$ cat src/rtl/alu_issue_arbiter.sv
// alu_issue_arbiter
// Shares the single execute-stage ALU between two requesters (req0 = main
// decode pipe, req1 = secondary issuer). Round-robin grant with a valid/ready
// handshake, a LAT-deep tag pipe that follows each op through the ALU, and
// routing of each result back to the requester that issued it.
//
// Optional feature: define ALU_ARB_LOCK_EN to let the last issuer hold the
// grant while it keeps its reqN_lock_i asserted. Without the macro the lock
// inputs are ignored and arbitration is pure round-robin.
//
// Handshake: a request is accepted in a cycle exactly when reqN_valid_i and
// reqN_ready_o are both high. Ready depends on the grant and must not be used
// to form valid. alu_valid_o is high exactly in accepted cycles, and
// rspN_valid_o is high for one unstalled cycle per retiring op. While stall_i
// is high the response outputs hold their values, because the consumer is
// stalled as well.
//
// LAT must lie in 1..4.

module alu_issue_arbiter #(
    parameter int XLEN = 32,
    parameter int OPW  = 4,
    parameter int LAT  = 1
) (
    input  logic            clk,
    input  logic            rst,
    input  logic            stall_i,
    input  logic            flush_i,
    input  logic            req0_valid_i,
    output logic            req0_ready_o,
    input  logic [OPW-1:0]  req0_op_i,
    input  logic [XLEN-1:0] req0_src1_i,
    input  logic [XLEN-1:0] req0_src2_i,
    input  logic [4:0]      req0_dest_i,
    input  logic            req0_lock_i,
    input  logic            req1_valid_i,
    output logic            req1_ready_o,
    input  logic [OPW-1:0]  req1_op_i,
    input  logic [XLEN-1:0] req1_src1_i,
    input  logic [XLEN-1:0] req1_src2_i,
    input  logic [4:0]      req1_dest_i,
    input  logic            req1_lock_i,
    output logic            alu_valid_o,
    output logic [OPW-1:0]  alu_op_o,
    output logic [XLEN-1:0] alu_src1_o,
    output logic [XLEN-1:0] alu_src2_o,
    output logic [4:0]      alu_dest_o,
    input  logic [XLEN-1:0] alu_res_i,
    output logic            rsp0_valid_o,
    output logic [XLEN-1:0] rsp0_data_o,
    output logic [4:0]      rsp0_dest_o,
    output logic            rsp1_valid_o,
    output logic [XLEN-1:0] rsp1_data_o,
    output logic [4:0]      rsp1_dest_o
);

    localparam logic [OPW-1:0] ALU_NOP = '0;

    // active_q stays low through reset and the first cycle after it, which
    // keeps every handshake and response output quiet in that window.
    logic active_q;

    // Requester that issued most recently (0 or 1); reset to 1 so req0 wins
    // the first contention.
    logic last_grant_q, last_grant_d;

    // Tag pipe: one entry per ALU cycle, entry LAT-1 lines up with alu_res_i.
    logic [LAT-1:0] tag_v_q,   tag_v_d;
    logic [LAT-1:0] tag_own_q, tag_own_d;
    logic [4:0]     tag_dest_q [LAT];
    logic [4:0]     tag_dest_d [LAT];

    logic grant0, grant1;
    logic can_issue;
    logic issue;
    logic rsp_ok;

`ifdef ALU_ARB_LOCK_EN
`else
    logic lock_unused;
    assign lock_unused = req0_lock_i ^ req1_lock_i;
`endif

    // Grant selection: single requester wins outright, contention alternates,
    // and with the lock feature the last issuer may keep the grant.
    always_comb begin
        grant0 = 1'b0;
        grant1 = 1'b0;
        if (req0_valid_i && req1_valid_i) begin
            if (last_grant_q) grant0 = 1'b1;
            else              grant1 = 1'b1;
        end else if (req0_valid_i) begin
            grant0 = 1'b1;
        end else if (req1_valid_i) begin
            grant1 = 1'b1;
        end
`ifdef ALU_ARB_LOCK_EN
        if (!last_grant_q && req0_valid_i && req0_lock_i) begin
            grant0 = 1'b1;
            grant1 = 1'b0;
        end else if (last_grant_q && req1_valid_i && req1_lock_i) begin
            grant0 = 1'b0;
            grant1 = 1'b1;
        end
`endif
    end

    assign can_issue    = active_q && !stall_i && !flush_i;
    assign req0_ready_o = grant0 && can_issue;
    assign req1_ready_o = grant1 && can_issue;
    assign issue        = req0_ready_o || req1_ready_o;
    assign alu_valid_o  = issue;

    // ALU packet mux: fields follow the granted requester, NOP when idle.
    always_comb begin
        alu_op_o   = ALU_NOP;
        alu_src1_o = '0;
        alu_src2_o = '0;
        alu_dest_o = '0;
        if (grant1) begin
            alu_op_o   = req1_op_i;
            alu_src1_o = req1_src1_i;
            alu_src2_o = req1_src2_i;
            alu_dest_o = req1_dest_i;
        end else if (grant0) begin
            alu_op_o   = req0_op_i;
            alu_src1_o = req0_src1_i;
            alu_src2_o = req0_src2_i;
            alu_dest_o = req0_dest_i;
        end
    end

    // Round-robin pointer only moves on an actual issue.
    always_comb begin
        last_grant_d = last_grant_q;
        if (issue) last_grant_d = grant1;
    end

    // Tag pipe next state: flush wipes it, stall freezes it, otherwise shift
    // by one and load entry 0 with the op issued this cycle.
    always_comb begin
        tag_v_d   = tag_v_q;
        tag_own_d = tag_own_q;
        for (int i = 0; i < LAT; i++) tag_dest_d[i] = tag_dest_q[i];
        if (flush_i) begin
            tag_v_d = '0;
        end else if (!stall_i) begin
            for (int i = LAT - 1; i > 0; i--) begin
                tag_v_d[i]    = tag_v_q[i-1];
                tag_own_d[i]  = tag_own_q[i-1];
                tag_dest_d[i] = tag_dest_q[i-1];
            end
            tag_v_d[0]    = issue;
            tag_own_d[0]  = grant1;
            tag_dest_d[0] = alu_dest_o;
        end
    end

    // Responses come straight off the final tag entry; flush masks them in
    // the same cycle.
    assign rsp_ok       = active_q && !flush_i && tag_v_q[LAT-1];
    assign rsp0_valid_o = rsp_ok && !tag_own_q[LAT-1];
    assign rsp1_valid_o = rsp_ok &&  tag_own_q[LAT-1];
    assign rsp0_data_o  = alu_res_i;
    assign rsp1_data_o  = alu_res_i;
    assign rsp0_dest_o  = tag_dest_q[LAT-1];
    assign rsp1_dest_o  = tag_dest_q[LAT-1];

    // State registers with synchronous active-low reset.
    always_ff @(posedge clk) begin
        if (!rst) begin
            active_q     <= 1'b0;
            last_grant_q <= 1'b1;
            tag_v_q      <= '0;
            tag_own_q    <= '0;
            for (int i = 0; i < LAT; i++) tag_dest_q[i] <= '0;
        end else begin
            active_q     <= 1'b1;
            last_grant_q <= last_grant_d;
            tag_v_q      <= tag_v_d;
            tag_own_q    <= tag_own_d;
            for (int i = 0; i < LAT; i++) tag_dest_q[i] <= tag_dest_d[i];
        end
    end

endmodule
$ cat config.mk
export PLATFORM = sky130hd
export DESIGN_NAME = alu_issue_arbiter
export DESIGN_NICKNAME = d
export VERILOG_FILES = /design/src/rtl/alu_issue_arbiter.sv
export SDC_FILE = /design/constraint.sdc
export NUM_CORES = 1
export LEC_CHECK = 0
export ABC_AREA = 1
export CORE_AREA = 2 2 133 135
export CTS_BUF_LIST = sky130_fd_sc_hd__clkbuf_16
export CTS_CLUSTER_DIAMETER = 40
export DETAILED_ROUTE_END_ITERATION = 8
export DIE_AREA = 0 0 135 137
export GPL_ROUTABILITY_DRIVEN = 0
export SLEW_MARGIN = 0
export SYNTH_ARGS = -nofsm -noshare
export SYNTH_HDL_FRONTEND = slang
export SYNTH_SLANG_ARGS = --single-unit
$ cat constraint.sdc
create_clock -name clk -period 2.69 [get_ports clk]
set_input_delay 0.6725 -clock clk [delete_from_list [all_inputs] [get_ports clk]]
set_output_delay 0.6725 -clock clk [all_outputs]
set_load 0.05 [all_outputs]
Yosys cells after proc, flatten, opt, wreduce, memory -nomap -nowiden:

Memory sizes are Yosys's and may differ from the RTL's.
Index checks and enable logic that the tools add are counted.

* muxes and demuxes: 21
* reduce and logical (&&, ||, !) cells: 16
* bitwise gates (word level): 3

Operators by type and width (count)
* 32-bit 2-to-1 mux: 4
* 5-bit 2-to-1 mux: 5
* 1-bit 2-to-1 mux: 10
* 1-bit logical AND: 9
* 4-bit 2-to-1 mux: 2
* 5-bit OR reduction: 1
* 1-bit logical NOT: 3
* 1-bit NOT: 3
* 2-bit AND reduction: 1
* 2-bit OR reduction: 1
* 1-bit logical OR: 1

* bits in writable memories: 5
* memories: 1
* output and inout bits: 152
* logic and storage cells: 45
* bits in registers: 4

Memory list
* tag_dest_q: words 1, width 5, read ports 1, clocked after memory_dff 0, wr ports 1, RTL line 70 `logic [4:0] tag_dest_q [LAT];`

Depth between registers and ports, before layout:

Gate-level depths: netlist of run 1.

* depth after elaboration: 7
* depth in mapped cells: 8
* depth with buffers taken out: 7

Least setup slack after synthesis of run 1:

OpenSTA, ideal clock, no wires.

* kind: input port to output port
* start point: in req0_valid_i
* end point: out alu_op_o[0]
* path buffers: 2
* data arrival time: 1.539 ns
* stages: 5
* path slack: 0.479 ns
* path through: nand2_1 -> buf_2 -> buf_2 -> nand3_1 -> nand2_1

* longest elaborated chain between the ends: 4

RTL lines
* start: declaration: RTL line 29 `input logic req0_valid_i,`
* 1-bit 2-to-1 mux / 1-bit logical AND (equally long branches): RTL line 92, 89
* 1-bit 2-to-1 mux: RTL line 89 `if (req0_valid_i && req1_valid_i) begin`
* 4-bit 2-to-1 mux: RTL line 125 `end else if (grant0) begin`
* 4-bit 2-to-1 mux (*): RTL line 120 `if (grant1) begin`
* end: declaration: RTL line 44 `output logic [OPW-1:0] alu_op_o,`

Mark *: on every way between the ends. The rest lies on a longest branch, timed or not.

Final worst setup path of run 1:

* start point: in stall_i
* end point: out alu_valid_o

* longest elaborated chain between the ends: 5

RTL lines
* start: declaration: RTL line 27 `input logic stall_i,`
* 1-bit logical NOT (*)
* 1-bit logical AND (*) (2 in a row): RTL line 108 `assign can_issue = active_q && !stall_i && !flush_i;`
* 1-bit logical AND (on tied branches): RTL line 109, 110
* 1-bit logical OR (*): RTL line 111 `assign issue = req0_ready_o || req1_ready_o;`
* end: declaration: RTL line 43 `output logic alu_valid_o,`

Marks and branches as above.

==> qor.csv, run 1 <==
metric,value,unit
total_leakage_power,2.43,nW
cts_max_path_buffers,2,
die_height,137,um
largest_net_degree_at_the_start_of_global_routing,74,
cpMaxStageDelayCell,clkdlybuf4s50_1,
finClkSkew,5.37,ps
holdCritPathClass,reg2reg,
ant_nets,0,
track_usage,0.0967,
critPathKind,in2out,
place.detailed.hpwl,8.18,mm
numPortBuffers,239,
drtPass1Iterations,4,
min_from,last_grant_q,
cts_hold_buf,0,
worst_r2r_startpoint,last_grant_q,
ys_top_cells_by_area,"nand2_1 30%, buf_4 29%, nand3_1 21%",
routed_wirelength,11.1,mm
achievable-frequency,402,MHz
drive_above_1_share,0.219,
setup_crit_end_kind,output port,
postSynthCellCount,375,
synth_cell_type_count,12,
ys_seq_elements,9,
dpl.cell_count,764,
grt_pass1_vias,2666,
clock_insertion_delay_worst_skew,240,ps
cts_setup_buffers,0,
worstPathArrival,1820,ps
initial_util,0.116,
vdd_drop_max,0.250,mV
cts.clk_slew.worst_paths,40,ps
viasPerCell,3.75,
die-width,135,um
syn_area_cell,5.26,sq um
result_of_the_run,finished clean,
synth.largest_area_cell,nand2_1,
yosysWarningCount,0,
finalMaxSlewViolations,0,
final_util,0.306,
core,0.0171,sq mm
synth_adder_area_share,0,
post_synth_instance_area,0.00197,sq mm
fp-row-count,48,
critical-path-max-stage-delay,440,ps
drt_first_iter_violations,103,
sequential_cell_area_fraction_in_the_yosys_report,0.0913,
cp_cell_sequence,clkdlybuf4s50_1 > nor2_1 > nand4_1 > nand2_1 > buf_12,
critPathMaxFanout,4,
synth_fp_nets,561,
cts_buffers,3,
min_delay_worst_endpoint,last_grant_q,
worst-r2r-cell-count,8,
ff2ff_setup_slack,1470,ps
synthXorXnorAreaFrac,0,
stdcell_count,773,
grt_pass1_wl,14.3,mm
grt_setup_unrepaired,no,
top_level_ports,338,
clock-sinks,9,
final_nets,735,
synth_compound_gate_area_share,0.00507,
final-hold-violation-count,0,
maxCapViolations,0,
combinational_family_with_the_most_area_after_synthesis,simple AND/OR/NAND/NOR gates,
detail_route.wl_per_cell,14.3,um
power-per-cell-area,361,mW/mm^2
drcViolationCount,0,
final.period_utilization,0.925,
area.growth.synth_to_final,165,%
worst_slew_pin_slew,601,ps
htree_levels,1,
n_antenna_cell,0,
residual_overflow_from_global_routing,0,
hold_depth,2,
cts_tree,done,
final_period_minus_worst_setup_slack,2490,ps
cts.root.buffer_cell,clkbuf_16,
synth_top_cell_area_share,0.304,
yosys-mux-area-fraction,0,
final-setup-viol-count,0,
antenna_violations_before_repair,0,
crit_required,2020,ps
die_outline_area,0.0185,sq mm
final.fill_count,1837,
setup_crit_start_kind,input port,
worst_slew_margin_rel,0.598,
worstReg2RegEnd,tag_dest_q[0][2],
dr_total_vias,2896,
synth_simple_gate_area_frac,0.545,
[cell type report]
type | count | area [sq um] | share of cell area
well taps | 225 | 282 | 0.0539
multi-input cells | 260 | 1130 | 0.217
clock inverters | 1 | 5.00 | 0.000958
clock buffers | 3 | 75.1 | 0.0144
inverters | 12 | 45.0 | 0.00862
flip-flops and latches | 9 | 180 | 0.0345
repair buffers | 263 | 3510 | 0.671
[kinds of logic after synthesis]
| kind of cell | Yosys count |
|---|---|
| and+or+nand+nor | 258 |
| buffers and inverters | 106 |
| DFF | 9 |
| AOI/OAI and AO/OA | 2 |
[how the worst max path moves through the flow]
stage / start / endpoint
2_1_floorplan: req0_valid_i / alu_op_o[0]
3_3_place_gp: req0_valid_i / alu_src1_o[22]
3_5_place_dp: req0_valid_i / alu_src1_o[22]
4_1_cts: req0_valid_i / alu_src2_o[28]
5_1_grt: flush_i / alu_valid_o
6_report: stall_i / alu_valid_o
[sequential cells by signal, summed over array words and instances, names as in the netlist]
signal and count:
active_q 1, last_grant_q 1, tag_dest_q 5, tag_own_q 1, tag_v_q 1
[critical path, delay by kind of cell]
family	cells	cell delay, ps
buffers and inverters	2	590
AND/OR/NAND/NOR	3	540
[stage by stage]
step	TNS, ps	hold slack [ps]	power [mW]	setup WS, ps	instance area (sq um)
5_1_grt	0	530	1.97	141	5220
4_1_cts	0	480	1.86	10.0	5060
3_3_place_gp	0	465	1.57	8.55	4970
3_5_place_dp	-28.8	468	1.58	-12.6	4970
6_report	0	498	1.88	202	5220
2_1_floorplan	0	429	1.02	479	1970
[placed cells by master (no fill, tap or decap), types with 2 or more instances in the layout]
cell type          n
clkbuf_16          7
buf_4             11
clkdlybuf4s50_1  159
nor2_1            15
buf_6              2
buf_8              2
nand2_1          149
nand2_2           10
inv_1             11
nand3_1           81
buf_12            83
dfxtp_1            9
[power by group]
part | internal (mW) | switching, mW
clock network | 0.197 | 0.0725
logic | 0.726 | 0.740
registers | 0.142 | 0.00658
[per-layer routing]
layer	vias to the layer above	share of wire	global-route usage	wire length (um)
met1	1263	0.39	0.106	4300
met5	-	0	0	0
met2	145	0.49	0.176	5430
met4	0	0.025	0.0255	271
li1	1455	-	-	-
met3	33	0.095	0.0363	1050
[cell usage after synthesis, drive strengths merged]
cell,instances
a21oi,1
inv,12
nor2,15
nand2,161
buf,94
nand4,1
nand3,81
dfxtp,9
o21ai,1
[timing repair]
item | CTS | global route
pin swaps | 0 | 3
gates cloned | 0 | 5
endpoints found under the setup margin | 5 | 39
resized for setup | 2 | 16
Power figures use the tool's default switching activity.
==> inputs of run 2 (changes only) <==
CORE_AREA = 5 5 128 130   (was 2 2 133 135)
DIE_AREA = 0 0 133 135   (was 0 0 135 137)
==> qor.csv, run 2 (same netlist as run 1, synthesis figures left out) <==
metric,value,unit
final_nets,733,
largest_register_ffs,5,
holdCritPathClass,reg2reg,
detail_route.wl_per_cell,14.4,um
largest_net_degree_at_the_start_of_global_routing,46,
cts.clk_slew.worst_paths,40,ps
final-setup-viol-count,0,
worst_slew_margin_rel,0.603,
largest_register,tag_dest_q,
final.period_utilization,0.901,
critical-path-max-stage-delay,440,ps
final_util,0.339,
final-hold-violation-count,0,
worst_r2r_startpoint,last_grant_q,
result_of_the_run,finished clean,
die_height,135,um
numPortBuffers,239,
dr_total_vias,2855,
place.detailed.hpwl,8.41,mm
cpMaxStageDelayCell,clkdlybuf4s50_1,
ff2ff_setup_slack,1460,ps
worst_slew_pin_slew,594,ps
post-route-cell-area,0.00510,sq mm
htree_levels,1,
routed_wirelength,10.5,mm
setup_crit_end_kind,output port,
fp-row-count,45,
ant_nets,0,
finClkSkew,3.09,ps
area.growth.synth_to_final,158,%
vdd_drop_max,0.234,mV
worst-r2r-cell-count,8,
post-place-ws,2.76,ps
n_antenna_cell,0,
final_period_minus_worst_setup_slack,2420,ps
clock-sinks,9,
die_outline_area,0.0180,sq mm
drtPass1Iterations,4,
post_dp_cell_area,0.00493,sq mm
dpl.cell_count,728,
sequential_cell_area,180,sq um
finalMaxSlewViolations,0,
top_level_ports,338,
most-common-layout-cells,"159 x clkdlybuf4s50_1, 155 x nand2_1, 83 x buf_12, 81 x nand3_1, 15 x nor2_1",
viasPerCell,3.89,
worstPathArrival,1750,ps
min_from,last_grant_q,
critPathKind,in2out,
residual_overflow_from_global_routing,0,
total_leakage_power,2.41,nW
initial_util,0.131,
grt_pass1_vias,2798,
cts_hold_buf,0,
layout.cells.most_common,clkdlybuf4s50_1,
fin_setup_tns,0,ps
critPathMaxFanout,4,
die-width,133,um
worstReg2RegEnd,tag_dest_q[0][1],
drive_above_1_share,0.203,
track_usage,0.102,
cts_tree,done,
cts_max_path_buffers,2,
drcViolationCount,0,
maxCapViolations,0,
stdcell_count,734,
min_delay_worst_endpoint,last_grant_q,
final.fill_count,1584,
crit_required,2020,ps
hold_depth,2,
power-per-cell-area,362,mW/mm^2
antenna_violations_before_repair,0,
grt_setup_unrepaired,no,
area_of_the_multi_input_gates,0.00112,sq mm
setup_crit_start_kind,input port,
core,0.0150,sq mm
cts_buffers,3,
cp_cell_sequence,clkdlybuf4s50_1 > nor2_1 > nand4_1 > nand2_1 > buf_12,
achievable-frequency,412,MHz
grt_pass1_wl,15.0,mm
clock_insertion_delay_worst_skew,230,ps
drt_first_iter_violations,98,
cts.root.buffer_cell,clkbuf_16,
setup_slack,265,ps
## run 2: cell count changes in the layout (fill, tap and decap cells not counted), moves of 2 or more
cell       change
nand2_2        -6
clkbuf_16      -2
buf_4          +2
buf_8          -2
nand2_1        +6
## run 2: worst max path at each step
| stage | startpoint | to | cells after the start |
|---|---|---|---|
| final | stall_i | alu_valid_o | 5 |
| after floorplan | req0_valid_i | alu_op_o[0] | 5 |
| after global routing | stall_i | alu_valid_o | 5 |
| after detailed placement | req0_valid_i | alu_src2_o[10] | 7 |
| after CTS | req0_valid_i | alu_src2_o[10] | 7 |
| after global placement | req0_valid_i | alu_dest_o[4] | 7 |
## run 2: layer usage
metal  vias to the layer above  track usage  part of all wire
li1                       1448            -                 -
met1                      1214        0.114              0.40
met2                       157        0.180              0.48
met3                        36       0.0358             0.094
met4                         0       0.0335             0.029
met5                         -            0                 0
## run 2: power by group
| group | internal, mW | switching, mW |
|---|---|---|
| Combinational | 0.713 | 0.728 |
| Sequential | 0.142 | 0.00596 |
| Clock | 0.194 | 0.0638 |
## run 2: layout make-up
type,count,share of cell area
Timing Repair Buffer,261,0.675
Clock inverter,1,0.000737
Tap cell,188,0.0462
Multi-Input combinational cell,260,0.219
Clock buffer,3,0.0147
Inverter,12,0.00884
Sequential cell,9,0.0354
## run 2: per-stage QoR
stage / hold slack, ps / total power [mW]
floorplan: 429 / 1.02
global placement: 471 / 1.58
detailed placement: 473 / 1.58
CTS: 484 / 1.85
global route: 547 / 1.93
finish: 504 / 1.85
## run 2: worst max-delay path: cells and delay by family
family	cells	cell delay, ps
AND/OR/NAND/NOR	3	500
buffers and inverters	2	590
## run 2: repair_timing
action | 4_1_cts | 5_1_grt
setup endpoints to repair | 0 | 36
setup buffers | 0 | 0
resized for setup | 0 | 9
